[src/rtl/kong_game_ctrl.sv]
// kong_game_ctrl: round-lifecycle sequencer for the Kong player datapath.
// Gates the movement block (reset + frame strobe) and tracks lives/level for the HUD.
`default_nettype none

module kong_game_ctrl #(
  parameter int START_LIVES  = 3,
  parameter int MAX_LEVEL    = 3,
  parameter int READY_FRAMES = 90,
  parameter int DEATH_FRAMES = 60,
  parameter int WIN_FRAMES   = 120,
  parameter int FALL_Y       = 470
) (
  input  logic        clk,
  input  logic        resetN,
  input  logic        startOfFrame,
  input  logic        start_key,
  input  logic        collision_enemy,
  input  logic        collision_goal,
  input  logic [10:0] kong_topLeftY,
  output logic        kong_resetN,
  output logic        kong_frame_en,
  output logic [1:0]  lives,
  output logic [1:0]  level,
  output logic [2:0]  game_state,
  output logic        game_won
);

  typedef enum logic [2:0] {
    S_IDLE      = 3'd0,
    S_READY     = 3'd1,
    S_PLAY      = 3'd2,
    S_DYING     = 3'd3,
    S_WIN       = 3'd4,
    S_GAME_OVER = 3'd5
  } state_t;

  localparam logic [7:0]         READY_CNT = 8'(READY_FRAMES);
  localparam logic [7:0]         DEATH_CNT = 8'(DEATH_FRAMES);
  localparam logic [7:0]         WIN_CNT   = 8'(WIN_FRAMES);
  localparam logic [1:0]         LIVES_INIT = 2'(START_LIVES);
  localparam logic [1:0]         LEVEL_LAST = 2'(MAX_LEVEL);
  localparam logic signed [10:0] FALL_Y_S  = 11'(FALL_Y);

  state_t     state_q, state_d;
  logic [7:0] frame_cnt_q, frame_cnt_d;
  logic [1:0] lives_q, lives_d;
  logic [1:0] level_q, level_d;
  logic       game_won_q, game_won_d;
  logic       kong_resetn_q, kong_resetn_d;
  logic       enemy_seen_q, enemy_seen_d;
  logic       goal_seen_q, goal_seen_d;
  logic       start_seen_q, start_seen_d;
  logic       fall;
  logic       cnt_last;

  always_comb begin
    state_d       = state_q;
    frame_cnt_d   = frame_cnt_q;
    lives_d       = lives_q;
    level_d       = level_q;
    game_won_d    = game_won_q;
    fall          = startOfFrame && ($signed(kong_topLeftY) >= FALL_Y_S);
    cnt_last      = (frame_cnt_q == 8'd1);

    // The strobe cycle restarts each latch with its own input, so an event
    // coinciding with startOfFrame is counted in the frame that follows.
    if (startOfFrame) begin
      enemy_seen_d = collision_enemy;
      goal_seen_d  = collision_goal;
      start_seen_d = start_key;
    end else begin
      enemy_seen_d = enemy_seen_q | collision_enemy;
      goal_seen_d  = goal_seen_q | collision_goal;
      start_seen_d = start_seen_q | start_key;
    end

    if (startOfFrame) begin
      unique case (state_q)
        S_IDLE, S_GAME_OVER: begin
          if (start_seen_q) begin
            state_d     = S_READY;
            lives_d     = LIVES_INIT;
            level_d     = 2'd1;
            game_won_d  = 1'b0;
            frame_cnt_d = READY_CNT;
          end
        end
        S_READY: begin
          if (cnt_last) state_d = S_PLAY;
          else          frame_cnt_d = frame_cnt_q - 8'd1;
        end
        S_PLAY: begin
          if (goal_seen_q) begin
            state_d     = S_WIN;
            frame_cnt_d = WIN_CNT;
          end else if (enemy_seen_q || fall) begin
            state_d     = S_DYING;
            lives_d     = (lives_q == 2'd0) ? 2'd0 : lives_q - 2'd1;
            frame_cnt_d = DEATH_CNT;
          end
        end
        S_DYING: begin
          if (cnt_last) begin
            if (lives_q == 2'd0) begin
              state_d = S_GAME_OVER;
            end else begin
              state_d     = S_READY;
              frame_cnt_d = READY_CNT;
            end
          end else begin
            frame_cnt_d = frame_cnt_q - 8'd1;
          end
        end
        S_WIN: begin
          if (cnt_last) begin
            if (level_q == LEVEL_LAST) begin
              state_d    = S_GAME_OVER;
              game_won_d = 1'b1;
            end else begin
              state_d     = S_READY;
              level_d     = level_q + 2'd1;
              frame_cnt_d = READY_CNT;
            end
          end else begin
            frame_cnt_d = frame_cnt_q - 8'd1;
          end
        end
        default: state_d = S_IDLE;
      endcase
    end

    // Released on the edge entering PLAY; still released (frozen) while dying.
    kong_resetn_d = (state_d == S_PLAY) || (state_d == S_DYING);
  end

  always_ff @(posedge clk or negedge resetN) begin
    if (!resetN) begin
      state_q       <= S_IDLE;
      frame_cnt_q   <= 8'd0;
      lives_q       <= 2'd0;
      level_q       <= 2'd1;
      game_won_q    <= 1'b0;
      kong_resetn_q <= 1'b0;
      enemy_seen_q  <= 1'b0;
      goal_seen_q   <= 1'b0;
      start_seen_q  <= 1'b0;
    end else begin
      state_q       <= state_d;
      frame_cnt_q   <= frame_cnt_d;
      lives_q       <= lives_d;
      level_q       <= level_d;
      game_won_q    <= game_won_d;
      kong_resetn_q <= kong_resetn_d;
      enemy_seen_q  <= enemy_seen_d;
      goal_seen_q   <= goal_seen_d;
      start_seen_q  <= start_seen_d;
    end
  end

  assign kong_resetN   = kong_resetn_q;
  assign kong_frame_en = startOfFrame && (state_q == S_PLAY);
  assign lives         = lives_q;
  assign level         = level_q;
  assign game_state    = state_q;
  assign game_won      = game_won_q;

endmodule

`default_nettype wire

[config.mk]
export PLATFORM = sky130hd
export DESIGN_NAME = kong_game_ctrl
export DESIGN_NICKNAME = d
export VERILOG_FILES = /design/src/rtl/kong_game_ctrl.sv
export SDC_FILE = /design/constraint.sdc
export NUM_CORES = 1
export LEC_CHECK = 0
export CORE_MARGIN = 3
export CORE_UTILIZATION = 52
export DETAILED_ROUTE_END_ITERATION = 6
export PLACE_DENSITY = 0.79
export SKIP_CTS_REPAIR_TIMING = 1
export SYNTH_ARGS = -nofsm -noshare
export SYNTH_HDL_FRONTEND = slang
export SYNTH_SLANG_ARGS = --single-unit
export TNS_END_PERCENT = 50
[constraint.sdc]
create_clock -name clk -period 2.5 [get_ports clk]
set_input_delay 0.5 -clock clk [delete_from_list [all_inputs] [get_ports clk]]
set_output_delay 0.5 -clock clk [all_outputs]
set_load 0.01 [all_outputs]
==> flow_summary.json, run 1 <==
{
  "via_count": 1337,
  "final_antenna_net_count": 0,
  "io_pins": 27,
  "yosysMostFrequentCell": "dfrtp_1",
  "cp_top_family": "flip-flops",
  "power_density_nw_per_um2": 696,
  "nNetsFinal": 208,
  "highest_layer": "met4",
  "dr_wl_met2_mm": 1.51,
  "worst_pin_slew_ps": 432,
  "syn_to_final_growth_pct": 23.2,
  "arrival_ps": 1820,
  "cp-start-kind": "register",
  "end_kind": "primary output",
  "syn_nets": 175,
  "cp_max_fo": 16,
  "drv_cap": 0,
  "routedWlPerCell_um": 15.1,
  "grt_pass1_vias": 1245,
  "dr.first_iter.drc_count": 94,
  "drt-met1-wl_mm": 1.51,
  "core_area_um2": 2590,
  "die_x_um": 59.2,
  "routed-wl-met3_um": 217,
  "syn_area_um2": 1470,
  "cp_num_buf_inv": 1,
  "synth_common_cells": "dfrtp_1, nand2_1, nand2b_1, nor2_1, inv_1",
  "cts_tree": "built",
  "hold_class": "register to register",
  "diodes": 0,
  "max_stage_delay_ps": 530,
  "finalCritPeriodShare": 0.927,
  "syn-instance-count": 155,
  "cts_buffers": 3,
  "preCtsSetupSlack_ps": 192,
  "criticalPathCategory": "register to primary output",
  "required_ps": 2000,
  "drc": 0,
  "setup_viol": 0,
  "clk_pin_slew_worst_paths_ps": 110,
  "initial_utilization": 0.568,
  "period_minus_slack_ps": 2320,
  "synth_edf_count": 0,
  "synthTopCellsByArea": "dfrtp_1, nand2b_1, a21o_1",
  "place_congestion": 0.870,
  "clockRootBuffer": "clkbuf_4",
  "synth_seq_area_share": 0.341,
  "viasPerCell": 6.16,
  "fp-row-count": 18,
  "slew_viol_final": 0,
  "tns_ps": 0,
  "synthDistinctLibCells": 60,
  "clock_tree.buffer_depth": 2,
  "rsz0062_at_grt": "no",
  "yosysWarnings": 0,
  "synthArstFlopShare": 1.00,
  "grt_max_degree": 21,
  "fill_cells": 205,
  "die_h_um": 59.2,
  "postSynthAreaPerCell_um2": 9.48,
  "grt_overflow": 0,
  "hold_viol_final": 0,
  "leakagePower_nw": 0.745,
  "synth_top_flop_cell": "dfrtp_1",
  "status": "completed",
  "drive_gt1_frac": 0.171,
  "ys_seq_elements": 20,
  "clock_skew_ps": 7.04,
  "setup_slack_ps": 183,
  "slowest_stage": "dfrtp_2",
  "path_cells": "nor2b_1, and2b_1, and2_1, clkdlybuf4s50_1",
  "synth_top_area_share": 0.323,
  "htree_levels": 1,
  "grtUsageTotal": 0.206,
  "grt_pass1_wl_mm": 5.56,
  "cts.sinks": 20,
  "fmax_ghz": 0.432,
  "dr.pass1.iters": 4,
  "drt-total-wl_mm": 3.28,
  "io_buffers": 25,
  "dp_hpwl_mm": 2.52,
  "synth_top_area_cell": "dfrtp_1",
  "clock_latency_ps": 310,
  "fp.dieArea_um2": 3500,
  "peakVddDrop_mv": 0.448,
  "antenna_found_initial": 0,
  "max_slew_margin": 0.710
}
==> cells in the final DEF, fill, tap and decap left out, types with 3 or more instances in the layout <==
cell,synthesis,final
a21o_1,5,5
a21oi_1,6,6
a22oi_1,3,3
buf_4,1,9
clkbuf_4,0,3
clkdlybuf4s50_1,0,25
dfrtp_1,19,18
ha_1,3,3
inv_1,8,8
mux2i_1,3,3
nand2_1,9,9
nand2b_1,9,9
nand3_1,3,3
nor2_1,9,9
nor2b_1,3,3
nor3_1,3,3
o21ai_0,5,5
o21ai_1,7,7
o22ai_1,5,5
==> power breakdown <==
| group | internal [W] | switching (W) |
|---|---|---|
| logic | 0.000286 | 0.000317 |
| registers | 0.000390 | 0.000102 |
| clock network | 0.0000623 | 0.000104 |
==> stage by stage <==
| step | power [W] | cells | hold slack (ps) | utilization | cell area [um2] |
|---|---|---|---|---|---|
| floorplan | 0.000906 | 155 | 204 | - | 1470 |
| global placement | 0.00107 | 213 | 468 | 0.689 | 1780 |
| detailed placement | 0.00109 | 213 | 473 | 0.689 | 1780 |
| CTS | 0.00126 | 217 | 499 | 0.699 | 1810 |
| global route | 0.00135 | 217 | 526 | 0.700 | 1810 |
| finish | 0.00126 | 217 | 490 | 0.700 | 1810 |
==> flip-flops by register name, summed over array words and instances, names as in the netlist <==
signal,flops
game_state,3
lives,2
start_seen_q,1
frame_cnt_q,8
level,2
game_won,1
enemy_seen_q,1
goal_seen_q,1
kong_resetN,1
==> final timing paths <==
kind | slack, ps | start | endpoint | depth (start not counted)
max | 180 | game_state[0] | kong_frame_en | 4
min | 490 | game_won | game_won | 2
max reg2reg | 450 | frame_cnt_q[1] | frame_cnt_q[3] | 7
min reg2reg | 490 | game_won | game_won | 2
max in group asynchronous | 1710 | resetN | level[0] | 2
min in group asynchronous | 510 | resetN | lives[0] | 2
==> area by class of cell <==
class	count	area [um2]	share of cell area
multi-input cells	121	897	0.495
flip-flops and latches	20	503	0.278
repair buffers	34	318	0.175
well taps	30	37.5	0.0207
inverters	8	30.0	0.0166
clock buffers	4	26.3	0.0145
==> kinds of logic (layout without fill, tap and decap cells) <==
family                     Yosys count  count (layout)  share of synthesized area
and+or+nand+nor                     60              60                      0.262
adders and majority gates            3               3                     0.0255
buffers and inverters               14              46                     0.0485
AOI/OAI and AO/OA                   54              54                      0.294
muxes                                4               4                     0.0281
DFF                                 20              20                      0.341
==> routing by layer <==
layer	GRT usage	vias up
li1	-	644
met2	0.336	60
met1	0.274	627
met3	0.0349	6
met5	0	-
met4	0.0777	0
==> tightest hold or removal path, stage by stage, from the launching register on <==
cell and delay (ps):
dfrtp_1 350, o21ai_1 60, nand2_1 50
Power figures use the tool's default switching activity.
==> run 2, diff against run 1 <==
--- a/config.mk
+++ b/config.mk
@@ -7,6 +7,7 @@
 export LEC_CHECK = 0
 export CORE_MARGIN = 3
 export CORE_UTILIZATION = 52
+export CTS_CLUSTER_DIAMETER = 100
 export DETAILED_ROUTE_END_ITERATION = 6
 export PLACE_DENSITY = 0.79
 export SKIP_CTS_REPAIR_TIMING = 1
==> results of run 2 <==
The final DEF is identical to that of run 1; final timing and power are the same.
==> run 3, diff against run 2 <==
--- a/config.mk
+++ b/config.mk
@@ -7,9 +7,11 @@
 export LEC_CHECK = 0
 export CORE_MARGIN = 3
 export CORE_UTILIZATION = 52
-export CTS_CLUSTER_DIAMETER = 100
+export CTS_CLUSTER_DIAMETER = 30
 export DETAILED_ROUTE_END_ITERATION = 6
+export GPL_ROUTABILITY_DRIVEN = 1
 export PLACE_DENSITY = 0.79
+export SETUP_SLACK_MARGIN = 0.3
 export SKIP_CTS_REPAIR_TIMING = 1
 export SYNTH_ARGS = -nofsm -noshare
 export SYNTH_HDL_FRONTEND = slang
==> flow_summary.json, run 3 (synthesized netlist as in run 1, its figures left out) <==
{
  "die_h_um": 59.2,
  "hold_viol_final": 0,
  "grt_use_met1": 0.274,
  "rsz0062_at_grt": "yes",
  "post-route-util": 0.714,
  "path_cells": "buf_4, buf_4, nor3b_2, a22oi_1, o221ai_4, a21oi_2, mux2_1",
  "seq_power_share": 0.380,
  "clock_latency_ps": 310,
  "core_area_um2": 2590,
  "grt_pass1_wl_mm": 5.56,
  "diodes": 0,
  "clockRootBuffer": "clkbuf_4",
  "regArea_um2": 504,
  "fill_cells": 204,
  "tns_ps": 0,
  "period_minus_slack_ps": 2140,
  "nNetsFinal": 212,
  "grtUsageTotal": 0.206,
  "final_antenna_net_count": 0,
  "grtUsageMet2": 0.336,
  "hold_start": "game_won",
  "cts_buffers": 3,
  "mostFrequentLayoutCell": "clkdlybuf4s50_1",
  "power.internal_w": 0.000748,
  "syn_to_final_growth_pct": 25.9,
  "cp-start-kind": "register",
  "antenna_found_initial": 0,
  "slew_viol_final": 0,
  "grt_pass1_vias": 1245,
  "dr.pass1.iters": 4,
  "dp_hpwl_mm": 2.52,
  "io_pins": 27,
  "cts_tree": "built",
  "final_cell_mix": "clkdlybuf4s50_1, dfrtp_1, buf_4",
  "fp.dieArea_um2": 3500,
  "htree_levels": 1,
  "required_ps": 2710,
  "fp-row-count": 18,
  "cts.sinks": 20,
  "cp_max_fo": 7,
  "initial_utilization": 0.568,
  "stdcell_area_um2": 1850,
  "clock_skew_ps": 5.89,
  "die_x_um": 59.2,
  "hold_class": "register to register",
  "routedWlPerCell_um": 15.2,
  "switching_share": 0.415,
  "status": "completed",
  "drv_cap": 0,
  "r2r_end": "frame_cnt_q[3]",
  "leakagePower_nw": 0.791,
  "drc": 0,
  "r2r_cells": 7,
  "hold_depth": 2,
  "worstHoldEndpoint": "game_won",
  "max_slew_margin": 0.728,
  "io_buffers": 25,
  "worst_pin_slew_ps": 406,
  "top_register": "frame_cnt_q",
  "fmax_ghz": 0.466,
  "switchingPower_w": 0.000530,
  "arrival_ps": 2350,
  "postPlaceCellArea_um2": 1780,
  "share_comb_of_total_power": 0.488,
  "dr.first_iter.drc_count": 76,
  "power_w": 0.00128,
  "r2r_slack_ps": 360,
  "setup_viol": 0,
  "peakVddDrop_mv": 0.442,
  "grt_overflow": 0,
  "clk_pin_slew_worst_paths_ps": 120,
  "cpMostUsedCell": "buf_4",
  "end_kind": "register",
  "max_stage_delay_ps": 460,
  "rr_startpoint": "game_state[0]",
  "grt_max_degree": 21,
  "via_count": 1363,
  "clock_tree.buffer_depth": 2,
  "grt_util_met3": 0.0349,
  "power_density_nw_per_um2": 691,
  "top_usage_layer": "met2",
  "pwr-share-clk": 0.132,
  "criticalPathCategory": "register to register",
  "placedCellCount": 213,
  "slowest_stage": "dfrtp_2",
  "largest_reg_flops": 8,
  "finalCritPeriodShare": 0.858,
  "place_congestion": 0.870,
  "final_cells": 221,
  "drt-total-wl_mm": 3.36,
  "viasPerCell": 6.17,
  "drive_gt1_frac": 0.199,
  "multiInputGateArea_um2": 900
}
==> run 3: layer usage <==
metal	share of wire	vias to the layer above	wire length [um]
li1	-	655	-
met1	0.48	646	1600
met2	0.45	56	1530
met3	0.054	6	182
met4	0.015	0	49
met5	0	-	0
==> run 3: critical path: cells and delay by family, from the launching register on <==
kind	cells	cell delay, ps
simple gates	1	380
compound gates	3	600
mux	1	320
buf+inv	2	280
flops	1	460
==> run 3: final cells by class <==
cell class	count	share of cell area
multi-input cells	121	0.486
flip-flops and latches	20	0.272
inverters	8	0.0162
repair buffers	38	0.191
clock buffers	4	0.0142
well taps	30	0.0203
==> run 3: power groups by stage <==
stage	Sequential, W	Clock [W]	Combinational [W]
after floorplan	0.000469	0	0.000437
after global placement	0.000490	0	0.000582
after detailed placement	0.000495	0	0.000595
after CTS	0.000489	0.000168	0.000599
after global routing	0.000497	0.000183	0.000684
final	0.000486	0.000169	0.000623
==> run 3: worst max-delay path by stage <==
stage                       start              to  depth (start not counted)
global placement     startOfFrame  frame_cnt_q[6]                          7
floorplan            startOfFrame  frame_cnt_q[3]                          6
global route        game_state[0]  frame_cnt_q[3]                          7
detailed placement   startOfFrame  frame_cnt_q[3]                          6
CTS                 game_state[0]   kong_frame_en                          4
finish              game_state[0]  frame_cnt_q[3]                          7
==> run 3: through the flow <==
stage	hold WS (ps)	worst slack, ps
floorplan	204	563
global placement	468	193
detailed placement	473	192
CTS	499	97.5
global route	527	242
finish	494	356
